**src/rtl/pipeline_hazard_ctrl_if.sv**
```systemverilog
// Bundle between the pipeline datapath and the hazard/sequencing controller:
// ID/MEM stage status in one direction, register enables, flushes and status in the other.
interface pipeline_hazard_ctrl_if #(
  parameter int REG_AW = 6,
  parameter int CNT_W  = 16
);
  logic [REG_AW-1:0] id_rs;
  logic [REG_AW-1:0] id_rt;
  logic              id_use_rs;
  logic              id_use_rt;
  logic              id_regwrite;
  logic [REG_AW-1:0] id_rd;
  logic              mem_redirect;
  logic              mem_jumpm;
  logic              mem_data_valid;

  logic              pc_we;
  logic [1:0]        pc_sel;
  logic              if_id_we;
  logic              if_id_flush;
  logic              id_ex_flush;
  logic              ex_m_flush;
  logic [1:0]        state;
  logic              memj_err;
  logic [CNT_W-1:0]  stall_cnt;

  modport master (
    output id_rs, id_rt, id_use_rs, id_use_rt, id_regwrite, id_rd,
           mem_redirect, mem_jumpm, mem_data_valid,
    input  pc_we, pc_sel, if_id_we, if_id_flush, id_ex_flush, ex_m_flush,
           state, memj_err, stall_cnt
  );

  modport slave (
    input  id_rs, id_rt, id_use_rs, id_use_rt, id_regwrite, id_rd,
           mem_redirect, mem_jumpm, mem_data_valid,
    output pc_we, pc_sel, if_id_we, if_id_flush, id_ex_flush, ex_m_flush,
           state, memj_err, stall_cnt
  );
endinterface

```
**src/rtl/pipeline_hazard_ctrl.sv**
```systemverilog
// Pipeline sequencing controller: RAW stall via a shadow writer scoreboard,
// MEM-stage redirect flushes, and a bounded wait for memory-indirect jump targets.
module pipeline_hazard_ctrl #(
  parameter int REG_AW       = 6,
  parameter int MEMJ_TIMEOUT = 16,
  parameter int CNT_W        = 16
) (
  input  logic                  clk,
  input  logic                  rst,
  pipeline_hazard_ctrl_if.slave bus
);

  typedef enum logic [1:0] {
    RUN       = 2'd0,
    MEMJ_WAIT = 2'd1,
    ERR_ABORT = 2'd2
  } state_t;

  typedef struct packed {
    logic              valid;
    logic [REG_AW-1:0] rd;
  } sh_t;

  localparam int WCW = $clog2(MEMJ_TIMEOUT) + 1;
  localparam logic [WCW-1:0] WAIT_LAST = WCW'(MEMJ_TIMEOUT - 1);

  state_t           state_q;
  sh_t              sh_ex;
  sh_t              sh_mem;
  sh_t              sh_wb;
  logic [WCW-1:0]   wait_cnt;
  logic             err_q;
  logic [CNT_W-1:0] stall_q;

  logic rs_hit;
  logic rt_hit;
  logic hz;

  // No forwarding: any in-flight writer of a source register blocks ID.
  assign rs_hit = (sh_ex.valid  && sh_ex.rd  == bus.id_rs) ||
                  (sh_mem.valid && sh_mem.rd == bus.id_rs) ||
                  (sh_wb.valid  && sh_wb.rd  == bus.id_rs);
  assign rt_hit = (sh_ex.valid  && sh_ex.rd  == bus.id_rt) ||
                  (sh_mem.valid && sh_mem.rd == bus.id_rt) ||
                  (sh_wb.valid  && sh_wb.rd  == bus.id_rt);
  assign hz     = (bus.id_use_rs && rs_hit) || (bus.id_use_rt && rt_hit);

  always_comb begin
    bus.pc_we       = 1'b0;
    bus.pc_sel      = 2'd0;
    bus.if_id_we    = 1'b0;
    bus.if_id_flush = 1'b0;
    bus.id_ex_flush = 1'b0;
    bus.ex_m_flush  = 1'b0;
    if (rst) begin
      bus.if_id_flush = 1'b1;
      bus.id_ex_flush = 1'b1;
      bus.ex_m_flush  = 1'b1;
    end else begin
      unique case (state_q)
        RUN: begin
          if (bus.mem_jumpm) begin
            bus.if_id_flush = 1'b1;
            bus.id_ex_flush = 1'b1;
            bus.ex_m_flush  = 1'b1;
          end else if (bus.mem_redirect) begin
            // Redirect wins over a hazard: the stalled instruction is being killed anyway.
            bus.pc_we       = 1'b1;
            bus.pc_sel      = 2'd1;
            bus.if_id_we    = 1'b1;
            bus.if_id_flush = 1'b1;
            bus.id_ex_flush = 1'b1;
            bus.ex_m_flush  = 1'b1;
          end else if (hz) begin
            bus.id_ex_flush = 1'b1;
          end else begin
            bus.pc_we    = 1'b1;
            bus.if_id_we = 1'b1;
          end
        end
        MEMJ_WAIT: begin
          bus.if_id_flush = 1'b1;
          bus.id_ex_flush = 1'b1;
          if (bus.mem_data_valid) begin
            bus.pc_we  = 1'b1;
            bus.pc_sel = 2'd2;
          end
        end
        ERR_ABORT: begin
          bus.pc_we       = 1'b1;
          bus.if_id_flush = 1'b1;
        end
        default: begin
          bus.pc_we = 1'b0;
        end
      endcase
    end
  end

  always_ff @(posedge clk) begin
    if (rst) begin
      state_q  <= RUN;
      sh_ex    <= '0;
      sh_mem   <= '0;
      sh_wb    <= '0;
      wait_cnt <= '0;
      err_q    <= 1'b0;
      stall_q  <= '0;
    end else begin
      sh_wb  <= sh_mem;
      sh_mem <= bus.ex_m_flush  ? '0 : sh_ex;
      sh_ex  <= bus.id_ex_flush ? '0 : sh_t'{bus.id_regwrite, bus.id_rd};

      if (!bus.pc_we && stall_q != '1) begin
        stall_q <= stall_q + 1'b1;
      end

      unique case (state_q)
        RUN: begin
          if (bus.mem_jumpm) begin
            wait_cnt <= '0;
            state_q  <= MEMJ_WAIT;
          end
        end
        MEMJ_WAIT: begin
          wait_cnt <= wait_cnt + 1'b1;
          if (bus.mem_data_valid) begin
            state_q <= RUN;
          end else if (wait_cnt == WAIT_LAST) begin
            err_q   <= 1'b1;
            state_q <= ERR_ABORT;
          end
        end
        ERR_ABORT: begin
          state_q <= RUN;
        end
        default: begin
          state_q <= RUN;
        end
      endcase
    end
  end

  assign bus.state     = state_q;
  assign bus.memj_err  = err_q;
  assign bus.stall_cnt = stall_q;

endmodule

```
**src/flat_wrapper.sv**
```systemverilog
// flat-port wrapper written by rule: the top's interface ports become plain ports
module pipeline_hazard_ctrl_flat 
#(
  parameter int REG_AW       = 6,
  parameter int MEMJ_TIMEOUT = 16,
  parameter int CNT_W        = 16
)
  (clk, rst, bus_id_rs, bus_id_rt, bus_id_use_rs, bus_id_use_rt, bus_id_regwrite, bus_id_rd, bus_mem_redirect, bus_mem_jumpm, bus_mem_data_valid, bus_pc_we, bus_pc_sel, bus_if_id_we, bus_if_id_flush, bus_id_ex_flush, bus_ex_m_flush, bus_state, bus_memj_err, bus_stall_cnt);
  pipeline_hazard_ctrl_if #(.REG_AW(REG_AW), .CNT_W(CNT_W)) bus_i ();
  input  logic clk;
  input  logic rst;
  input wire logic [$bits(bus_i.id_rs)-1:0] bus_id_rs;
  input wire logic [$bits(bus_i.id_rt)-1:0] bus_id_rt;
  input wire logic [$bits(bus_i.id_use_rs)-1:0] bus_id_use_rs;
  input wire logic [$bits(bus_i.id_use_rt)-1:0] bus_id_use_rt;
  input wire logic [$bits(bus_i.id_regwrite)-1:0] bus_id_regwrite;
  input wire logic [$bits(bus_i.id_rd)-1:0] bus_id_rd;
  input wire logic [$bits(bus_i.mem_redirect)-1:0] bus_mem_redirect;
  input wire logic [$bits(bus_i.mem_jumpm)-1:0] bus_mem_jumpm;
  input wire logic [$bits(bus_i.mem_data_valid)-1:0] bus_mem_data_valid;
  output wire logic [$bits(bus_i.pc_we)-1:0] bus_pc_we;
  output wire logic [$bits(bus_i.pc_sel)-1:0] bus_pc_sel;
  output wire logic [$bits(bus_i.if_id_we)-1:0] bus_if_id_we;
  output wire logic [$bits(bus_i.if_id_flush)-1:0] bus_if_id_flush;
  output wire logic [$bits(bus_i.id_ex_flush)-1:0] bus_id_ex_flush;
  output wire logic [$bits(bus_i.ex_m_flush)-1:0] bus_ex_m_flush;
  output wire logic [$bits(bus_i.state)-1:0] bus_state;
  output wire logic [$bits(bus_i.memj_err)-1:0] bus_memj_err;
  output wire logic [$bits(bus_i.stall_cnt)-1:0] bus_stall_cnt;
  assign bus_i.id_rs = bus_id_rs;
  assign bus_i.id_rt = bus_id_rt;
  assign bus_i.id_use_rs = bus_id_use_rs;
  assign bus_i.id_use_rt = bus_id_use_rt;
  assign bus_i.id_regwrite = bus_id_regwrite;
  assign bus_i.id_rd = bus_id_rd;
  assign bus_i.mem_redirect = bus_mem_redirect;
  assign bus_i.mem_jumpm = bus_mem_jumpm;
  assign bus_i.mem_data_valid = bus_mem_data_valid;
  assign bus_pc_we = bus_i.pc_we;
  assign bus_pc_sel = bus_i.pc_sel;
  assign bus_if_id_we = bus_i.if_id_we;
  assign bus_if_id_flush = bus_i.if_id_flush;
  assign bus_id_ex_flush = bus_i.id_ex_flush;
  assign bus_ex_m_flush = bus_i.ex_m_flush;
  assign bus_state = bus_i.state;
  assign bus_memj_err = bus_i.memj_err;
  assign bus_stall_cnt = bus_i.stall_cnt;
  pipeline_hazard_ctrl #(.REG_AW(REG_AW), .MEMJ_TIMEOUT(MEMJ_TIMEOUT), .CNT_W(CNT_W)) u_core (.clk(clk), .rst(rst), .bus(bus_i));
endmodule
```
**config.mk**
```make
export PLATFORM = sky130hd
export DESIGN_NAME = pipeline_hazard_ctrl_flat
export DESIGN_NICKNAME = d
export VERILOG_FILES = /design/src/rtl/pipeline_hazard_ctrl_if.sv /design/src/rtl/pipeline_hazard_ctrl.sv /design/src/flat_wrapper.sv
export SDC_FILE = /design/constraint.sdc
export NUM_CORES = 1
export LEC_CHECK = 0
export BUFFER_PORTS_ARGS = -buffer_cell sky130_fd_sc_hd__buf_2
export CORE_ASPECT_RATIO = 1.4
export CORE_MARGIN = 2
export CORE_UTILIZATION = 40
export DETAILED_ROUTE_END_ITERATION = 7
export GPL_ROUTABILITY_DRIVEN = 0
export PLACE_DENSITY = 0.62
export SLEW_MARGIN = 25
export SYNTH_ARGS = -nofsm -noshare
export SYNTH_HDL_FRONTEND = slang
export SYNTH_SLANG_ARGS = --single-unit
```
**constraint.sdc**
```tcl
create_clock -name clk -period 6.2 [get_ports clk]
set_input_delay 0.31 -clock clk [delete_from_list [all_inputs] [get_ports clk]]
set_output_delay 0.31 -clock clk [all_outputs]
set_load 0.05 [all_outputs]
```
==> impl_metrics.tcl, run 1 <==
set metrics [dict create \
    pwr-share-seq_pct 48.9 \
    postRouteWirelength_mm 5.584 \
    hold_buffers 0 \
    fmax_mhz 380.0 \
    slew_violations 0 \
    yosysSeqAreaShare_pct 36.51 \
    die_area_um2 6821 \
    power_leakage_nw 1.189 \
    yosysMostFrequentCell "dfxtp_1" \
    hold_class "in -> reg" \
    fp.coreArea_um2 5904 \
    synth.avg_cell_area_um2 8.657 \
    yosys-top-cells-count "dfxtp_1 (45), a21oi_1 (19), xnor2_1 (19)" \
    yosys_warnings 0 \
    rows 33 \
    first_pass_iters 4 \
    slew-limit-headroom_pct 45.40 \
    cts_resized 0 \
    diodes 0 \
    synth_edf_count 0 \
    synth_area_leader_cell "dfxtp_1" \
    place_ws_ps 3705 \
    final_nets 364 \
    netSwitchingPower_uw 171.9 \
    ys_ff_latch 45 \
    finalCritPeriodShare_pct 42.44 \
    top_layer_used "met4" \
    die_w_um 70.38 \
    skew_ps 4.263 \
    syn_inst 285 \
    clockPowerShare_pct 35.6 \
    grt_pass1_vias 1979 \
    synthDistinctLibCells 47 \
    clock_path_buffers 2 \
    postRouteAntennaNets 0 \
    synth_ff_type "dfxtp_1" \
    start_util_pct 41.79 \
    post-route-drc-count 0 \
    syn_area_um2 2467 \
    crit_fanout 3 \
    worstPathArrival_ps 2320 \
    layout_setup_ws_ps 3569 \
    finalHoldViolations 0 \
    wl_met2_mm 2.820 \
    end_kind "output port" \
    yosysTopAreaCellShare_pct 36.51 \
    htree_levels 2 \
    synth_nets 318 \
    cts_setup_buffers 0 \
    grt_pass1_wl_mm 9.204 \
    drive_gt1_share_pct 21.08 \
    clkLatencyLatePin_ps 290 \
    power_uw 622.1 \
    multiInputGateArea_um2 1440 \
    route.met3.wl_um 287 \
    grt_max_degree 45 \
    finalSetupViolCount 0 \
    reg2reg_slack_ps 3680 \
    status "finished, final reports clean" \
    antenna_found_initial 0 \
    gr-total-overflow 0 \
    cts_sinks 45 \
    nFillCells 596 \
    m1WireLength_mm 2.400 \
    drt_iter0_drc 187 \
    regArea_um2 900.9 \
    final_area_um2 2855 \
    rsz0062_at_grt "no" \
    fin_crit_ps 2631 \
    crit_required_ps 5890 \
    critPathLaunchType "register" \
    fin_tns_setup_ps 0 \
    cts-buffers-inserted 5 \
    swShare_pct 27.63 \
    vias 2139 \
    ios 52 \
    worstSetupPathType "reg -> out" \
    clk_pin_slew_worst_paths_ps 90 \
    hpwl_mm 4.169 \
    place_area_um2 2744 \
    die_y_um 96.93 \
    routedWlPerCell_um 13.89 \
    async_flop_share_pct 0 \
    ys_top_cells_by_area "dfxtp_1 (37%), xnor2_1 (6.7%), xor2_1 (6.4%)" \
    ir_drop_v 0.0001403 \
    grt_usage_pct 16.55 \
    cap_viol_max_count 0 \
    p_per_area_nw_per_um2 217.9 \
    p_comb_share_pct 15.5 \
    tightest_slew_ps 818.9 \
    cts_tree "yes" \
    syn_to_final_growth_pct 15.72 \
    intPower_uw 450.2 \
    portBuffers 51 \
    avgViaCountPerCell 5.321 \
    cts-root-buf "clkbuf_8" \
]
==> placed cells by master, fill, tap and decap left out, types with 2 or more instances in the layout <==
| master | count |
|---|---|
| a31oi_1 | 2 |
| xnor2_1 | 19 |
| o311a_1 | 2 |
| and2_1 | 15 |
| nand2_1 | 12 |
| o31ai_1 | 4 |
| o211ai_1 | 3 |
| nor2b_1 | 10 |
| mux2_2 | 6 |
| or3_1 | 9 |
| o21ai_0 | 7 |
| nand4_1 | 11 |
| xor2_1 | 18 |
| inv_1 | 13 |
| ha_1 | 7 |
| nor4_1 | 8 |
| buf_2 | 51 |
| nand3_1 | 10 |
| nor2_1 | 18 |
| and3_1 | 3 |
| clkbuf_8 | 5 |
| a21oi_1 | 19 |
| or4_1 | 4 |
| a211oi_1 | 3 |
| dfxtp_1 | 45 |
| nor3_1 | 6 |
==> routing by layer <==
| metal | vias to the layer above | global-route usage, % |
|---|---|---|
| li1 | 1107 | - |
| met1 | 968 | 20.51 |
| met4 | 0 | 5.030 |
| met2 | 58 | 28.16 |
| met3 | 6 | 3.750 |
| met5 | - | 0 |
==> critical path, stage by stage, from the launching register on <==
cell      delay, ps
dfxtp_1         340
xnor2_1         150
nand4_1         120
nor4_1           70
o311a_1         360
or3_2           480
a211oi_1        210
buf_2           300
==> power by group through the flow <==
stage	clock, mW	sequential, mW	combinational (mW)
floorplan	0	0.319	0.0606
global placement	0	0.311	0.0958
detailed placement	0	0.311	0.0970
CTS	0.228	0.304	0.0974
global route	0.241	0.305	0.105
finish	0.221	0.304	0.0966
==> through the flow <==
step	std cells	hold slack (ps)	util, %
after global routing	402	190.9	48.36
after CTS	402	199.9	48.36
after detailed placement	394	454.3	46.47
after floorplan	285	431.7	-
after global placement	394	452.3	46.47
final	402	206.4	48.36
==> final timing paths <==
| path | from | endpoint | cells past startpoint |
|---|---|---|---|
| min | bus_id_rd[1] | u_core.sh_ex[1] | 2 |
| max reg2reg | u_core.bus.state[1] | u_core.bus.stall_cnt[10] | 8 |
| max | u_core.sh_wb[1] | bus_pc_we | 7 |
| min reg2reg | u_core.bus.memj_err | u_core.bus.memj_err | 2 |
==> kinds of logic (layout without fill, tap and decap cells) <==
group                    count (synthesis)  in the layout  synth area share, %
AND/OR/NAND/NOR                        112            112                25.30
AO/OA/AOI/OAI                           50             50                13.24
flip-flops                              45             45                36.51
XOR/XNOR                                37             37                13.13
buffers and inverters                   27             74                5.121
adder cells (fa/ha/maj)                  7              7                3.550
multiplexers                             7              7                3.144
==> state kept, by name, summed over array words and instances, names as in the netlist <==
name / cells
u_core.bus.memj_err: 1
u_core.bus.stall_cnt: 16
u_core.bus.state: 2
u_core.sh_ex: 7
u_core.sh_mem: 7
u_core.sh_wb: 7
u_core.wait_cnt: 5
==> layout make-up <==
class / count / area share [%]
Clock buffer: 6 / 2.542
Clock inverter: 2 / 1.358
Inverter: 14 / 1.840
Multi-Input combinational cell: 213 / 50.44
Sequential cell: 45 / 31.55
Tap cell: 70 / 3.067
Timing Repair Buffer: 52 / 9.202
Power figures use the tool's default switching activity.
==> inputs of run 2 (changes only) <==
ABC_AREA = 1   (was not set)
PLACE_DENSITY = 0.63   (was 0.62)
clock period = 2.3 ns   (was 6.2 ns; I/O delays follow)
==> run 2 against run 1 <==
Effect of this change: critical path depth is 2 higher; global-route usage is 3.1 points higher; critical endpoint unchanged; largest power group unchanged; cell area is 8.2% higher; sequential share of layout area is 2.3 points lower; non-clock buffer count is 5 higher.
==> impl_metrics.tcl, run 2 <==
set metrics [dict create \
    clock_path_buffers 2 \
    nFillCells 710 \
    antenna_found_initial 0 \
    diodes 0 \
    worstReg2RegStart "u_core.bus.stall_cnt[0]" \
    synth_edf_count 0 \
    tightest_slew_ps 452.1 \
    grt_usage_pct 19.69 \
    first_pass_iters 5 \
    min_path_cells 3 \
    cts_sinks 45 \
    slew-limit-headroom_pct 69.86 \
    min_to "u_core.sh_ex[3]" \
    layout_common_cells "nand2_1 (114), inv_1 (67), buf_2 (51)" \
    cap_viol_max_count 0 \
    ys_top_cells_by_area "dfxtp_1 (34%), nand2_1 (16%), inv_1 (9.5%)" \
    finalCritPeriodShare_pct 92.79 \
    syn_to_final_growth_pct 16.20 \
    final_nets 498 \
    status "finished, final reports clean" \
    final_area_um2 3088 \
    grt_max_degree 22 \
    place_ws_ps 200.4 \
    die_area_um2 7321 \
    p_per_area_nw_per_um2 529.6 \
    grt_pass1_wl_mm 11.33 \
    grt_pass1_vias 2594 \
    place_area_um2 2994 \
    worstPathArrival_ps 2020 \
    hp-start "bus_id_rd[3]" \
    cts-buffers-inserted 5 \
    cts-root-buf "clkbuf_8" \
    crit_required_ps 2180 \
    syn_inst 408 \
    synth.avg_cell_area_um2 6.514 \
    fin_util_pct 47.33 \
    clk_pin_slew_worst_paths_ps 90 \
    portBuffers 51 \
    hold_class "in -> reg" \
    timing.rr.end "u_core.bus.stall_cnt[11]" \
    yosysSeqAreaShare_pct 33.90 \
    fp.coreArea_um2 6525 \
    slew_violations 0 \
    die_w_um 72.89 \
    synth_area_leader_cell "dfxtp_1" \
    finalSetupViolCount 0 \
    postRouteAntennaNets 0 \
    yosys_warnings 0 \
    synthDistinctLibCells 30 \
    power_leakage_nw 1.430 \
    start_util_pct 40.73 \
    end_kind "output port" \
    drt_iter0_drc 165 \
    layout_setup_ws_ps 165.8 \
    skew_ps 9.674 \
    fin_crit_ps 2134 \
    worstSetupPathType "reg -> out" \
    vias 2662 \
    postRouteWirelength_mm 6.705 \
    syn_area_um2 2658 \
    critPathLaunchType "register" \
    synth_ff_type "dfxtp_1" \
    routedWlPerCell_um 12.42 \
    ios 52 \
    hpwl_mm 5.326 \
    die_y_um 100.4 \
    fmax_mhz 468.6 \
    final_common_cell "nand2_1" \
    finalHoldViolations 0 \
    largest_register_ffs 16 \
    ir_drop_v 0.0003496 \
    crit_fanout 19 \
    htree_levels 2 \
    fin_tns_setup_ps 0 \
    yosys-top-cells-count "nand2_1 (114), inv_1 (67), nor2_1 (48)" \
    synth_nets 441 \
    rows 35 \
    cts_setup_buffers 0 \
    async_flop_share_pct 0 \
    yosysTopAreaCellShare_pct 33.90 \
    clkLatencyLatePin_ps 290 \
    avgViaCountPerCell 4.930 \
    worst_r2r_path_depth 9 \
    yosysMostFrequentCell "nand2_1" \
    post-route-drc-count 0 \
    reg2reg_slack_ps 230 \
    ys_ff_latch 45 \
    cts_tree "yes" \
    drive_gt1_share_pct 16.74 \
    gr-total-overflow 0 \
    rsz0062_at_grt "no" \
]
==> run 2: changes by cell type in the layout (fill, tap and decap cells not counted), moves of 9 or more <==
cell	change
or3_1	-9
nor2_1	+29
and2_1	-15
a21oi_2	+9
nand3_1	+24
inv_1	+54
xnor2_1	-11
nor2b_1	-10
nand2_1	+102
==> run 2: critical path, cell delays in order, from the launching register on <==
cell     delay, ps
dfxtp_1        360
inv_1          120
ha_1           210
inv_1          100
nor2_2         160
nand2_1        130
nand3_1        140
nand2_4        170
inv_1           90
buf_2          260
==> run 2: power breakdown <==
part           internal (mW)  leakage (nW)  switching (mW)
combinational          0.102          1.03           0.239
clock                  0.216        0.0395           0.253
sequential             0.803         0.365          0.0220
total                   1.12          1.43           0.515
==> run 2: cell families after synthesis <==
family | Yosys count | synth area share, %
AO/OA/AOI/OAI | 42 | 9.747
flip-flops | 45 | 33.90
buffers and inverters | 77 | 12.10
adder cells (fa/ha/maj) | 7 | 3.296
XOR/XNOR | 19 | 6.262
AND/OR/NAND/NOR | 218 | 34.70
==> run 2: routing by layer <==
metal,track usage [%],wire length [µm],vias up
li1,-,-,1380
met1,21.65,2755,1203
met2,36.43,3469,65
met3,3.213,281,14
met4,8.262,199,0
met5,0,0,-
==> run 2: what timing repair did <==
item | in CTS | in global routing
gates cloned | 0 | 0
endpoints found under the setup margin | 1 | 3
hold buffers | 0 | 0
gates resized for setup | 1 | 2
==> run 2: worst max-delay path by stage <==
stage,start,depth (start not counted),end
floorplan,u_core.bus.state[0],3,bus_pc_sel[1]
global placement,u_core.bus.stall_cnt[0],9,u_core.bus.stall_cnt[11]
detailed placement,u_core.bus.stall_cnt[0],9,u_core.bus.stall_cnt[1]
CTS,u_core.bus.state[0],9,bus_pc_we
global route,u_core.sh_ex[5],12,bus_pc_we
finish,u_core.bus.state[0],9,bus_pc_we
==> run 2: cell type report <==
cell class	count	area [µm²]	area share, %
inverter	70	262.8	8.509
tap	74	92.59	2.998
clock buffer	8	80.08	2.593
multi-input combinational	286	1449	46.92
sequential	45	903.4	29.25
timing repair buffer	57	300.3	9.724
==> run 2: stage by stage <==
stage | hold slack [ps] | std cells | power [mW]
floorplan | 227.2 | 408 | 1.077
global route | 26.23 | 540 | 1.730
CTS | 21.65 | 540 | 1.661
finish | 27.59 | 540 | 1.635
detailed placement | 337.8 | 532 | 1.183
global placement | 334.0 | 532 | 1.181
==> inputs of run 3 (changes only) <==
RECOVER_POWER = 25   (was not set)
SETUP_SLACK_MARGIN = 0.1   (was not set)
==> run 3 against run 2 <==
Effect of this change: sequential power about the same; critical path depth down 1; clock-buffer cell count down 2; combinational power up 1%; die area unchanged; fmax up 2.8%; wire length up 0.24%; clock skew down 3.4 ps; critical path type is now reg -> reg; critical endpoint is now u_core.bus.stall_cnt[8].
==> impl_metrics.tcl, run 3 (synthesis results as in run 2) <==
set metrics [dict create \
    finalCritPeriodShare_pct 90.30 \
    die_w_um 72.89 \
    portBuffers 51 \
    drive_gt1_share_pct 15.78 \
    post-route-drc-count 0 \
    die_area_um2 7321 \
    fp.coreArea_um2 6525 \
    diodes 0 \
    status "finished, final reports clean" \
    end_kind "register" \
    final_area_um2 3110 \
    finalNonFillerCells 543 \
    power_mw 1.687 \
    antenna_found_initial 0 \
    die_y_um 100.4 \
    grt_max_degree 20 \
    intPower_mw 1.151 \
    pwr-share-seq_pct 48.8 \
    fin_crit_ps 2077 \
    finalHoldViolations 0 \
    htree_levels 2 \
    cts-buffers-inserted 5 \
    final_common_cell "nand2_1" \
    vias 2615 \
    grt_usage_pct 19.43 \
    largest_register_ffs 16 \
    postRouteWirelength_mm 6.721 \
    avgViaCountPerCell 4.816 \
    syn_to_final_growth_pct 17.04 \
    postRouteAntennaNets 0 \
    first_pass_iters 5 \
    clk_pin_slew_worst_paths_ps 90 \
    cts-root-buf "clkbuf_8" \
    worstPathArrival_ps 2220 \
    drt_iter0_drc 99 \
    place_ws_ps 115.8 \
    place_inst 533 \
    netSwitchingPower_uw 535.5 \
    nFillCells 723 \
    hpwl_mm 5.337 \
    worst-path-buf-inv 1 \
    cts_sinks 45 \
    p_per_area_nw_per_um2 542.3 \
    worstPathCellList "ha_1, nand2_1, nor3_2, nand4_1, or4_4, buf_4, nand3_1, a21oi_2" \
    grt_pass1_wl_mm 11.15 \
    slowest_stage "or4_4" \
    gr-total-overflow 0 \
    skew_ps 6.281 \
    slew-limit-headroom_pct 19.72 \
    start_util_pct 40.73 \
    clock_path_buffers 2 \
    power_leakage_nw 1.395 \
    fin_tns_setup_ps 0 \
    slew_violations 0 \
    crit_fanout 10 \
    final_nets 501 \
    layout_setup_ws_ps 223.2 \
    cts_tree "yes" \
    cap_viol_max_count 0 \
    finalSetupViolCount 0 \
    tightest_slew_ps 1204 \
    swShare_pct 31.74 \
    clkLatencyLatePin_ps 300 \
    crit_required_ps 2440 \
    fmax_mhz 481.5 \
    place_area_um2 3007 \
    p_comb_share_pct 20.4 \
    rsz0062_at_grt "no" \
    clockPowerShare_pct 30.7 \
    ios 52 \
    critPathLaunchType "register" \
    rows 35 \
    ir_drop_v 0.0004207 \
    layout_common_cells "nand2_1 (114), inv_1 (67), nor2_1 (48)" \
    grt_pass1_vias 2536 \
    critPathTopFamily "simple AND/OR/NAND/NOR gates" \
    hold_class "in -> reg" \
    max_stage_delay_ps 540 \
    routedWlPerCell_um 12.38 \
    worstSetupPathType "reg -> reg" \
]
run 3: worst register-to-register path, cell delays in order (launching register included):
cell     delay, ps
dfxtp_2        380
ha_1           210
nand2_1        100
nor3_2         180
nand4_1        120
or4_4          540
buf_4          220
nand3_1        110
a21oi_2         60
run 3: cell type report:
class                   count  area, µm²  share of cell area [%]
repair buffers             60      305.3                   9.815
flip-flops and latches     45      904.6                   29.08
clock buffers               6      82.58                   2.655
multi-input cells         286       1449                   46.58
inverters                  70      262.8                   8.447
clock inverters             2      13.76                  0.4425
well taps                  74      92.59                   2.977
run 3: worst paths after layout:
path                                               from                 endpoint  slack, ps  cells after the start
worst max register to register  u_core.bus.stall_cnt[0]  u_core.bus.stall_cnt[8]        220                      8
worst min-delay path                       bus_id_rd[1]          u_core.sh_ex[1]         30                      3
worst min register to register         u_core.sh_mem[6]          u_core.sh_wb[6]        470                      2
worst max-delay path            u_core.bus.stall_cnt[0]  u_core.bus.stall_cnt[8]        220                      8
run 3: per-stage QoR:
step	hold WS [ps]	utilization, %
floorplan	227.2	-
global placement	339.2	46.08
detailed placement	338.6	46.08
CTS	17.49	47.92
global route	32.81	47.67
finish	31.35	47.67
run 3: what timing repair did:
| item | 4_1_cts | 5_1_grt |
|---|---|---|
| hold buffers | 0 | 0 |
| setup buffers | 2 | 0 |
| setup endpoints to repair | 9 | 4 |
| gates resized for setup | 2 | 1 |
| pin swaps | 1 | 0 |
run 3: per-layer routing:
layer / vias up / share of wire (%) / global-route usage (%)
li1: 1385 / - / -
met1: 1171 / 42 / 21.09
met2: 50 / 54 / 36.78
met5: - / 0 / 0
met3: 9 / 3.3 / 3.715
met4: 0 / 1.4 / 6.268
run 3: power groups by stage:
stage,Sequential [mW],Clock (mW),Combinational [mW]
after floorplan,0.868,0,0.210
after global placement,0.840,0,0.340
after detailed placement,0.842,0,0.341
after CTS,0.824,0.534,0.351
after global routing,0.828,0.569,0.384
final,0.824,0.518,0.345
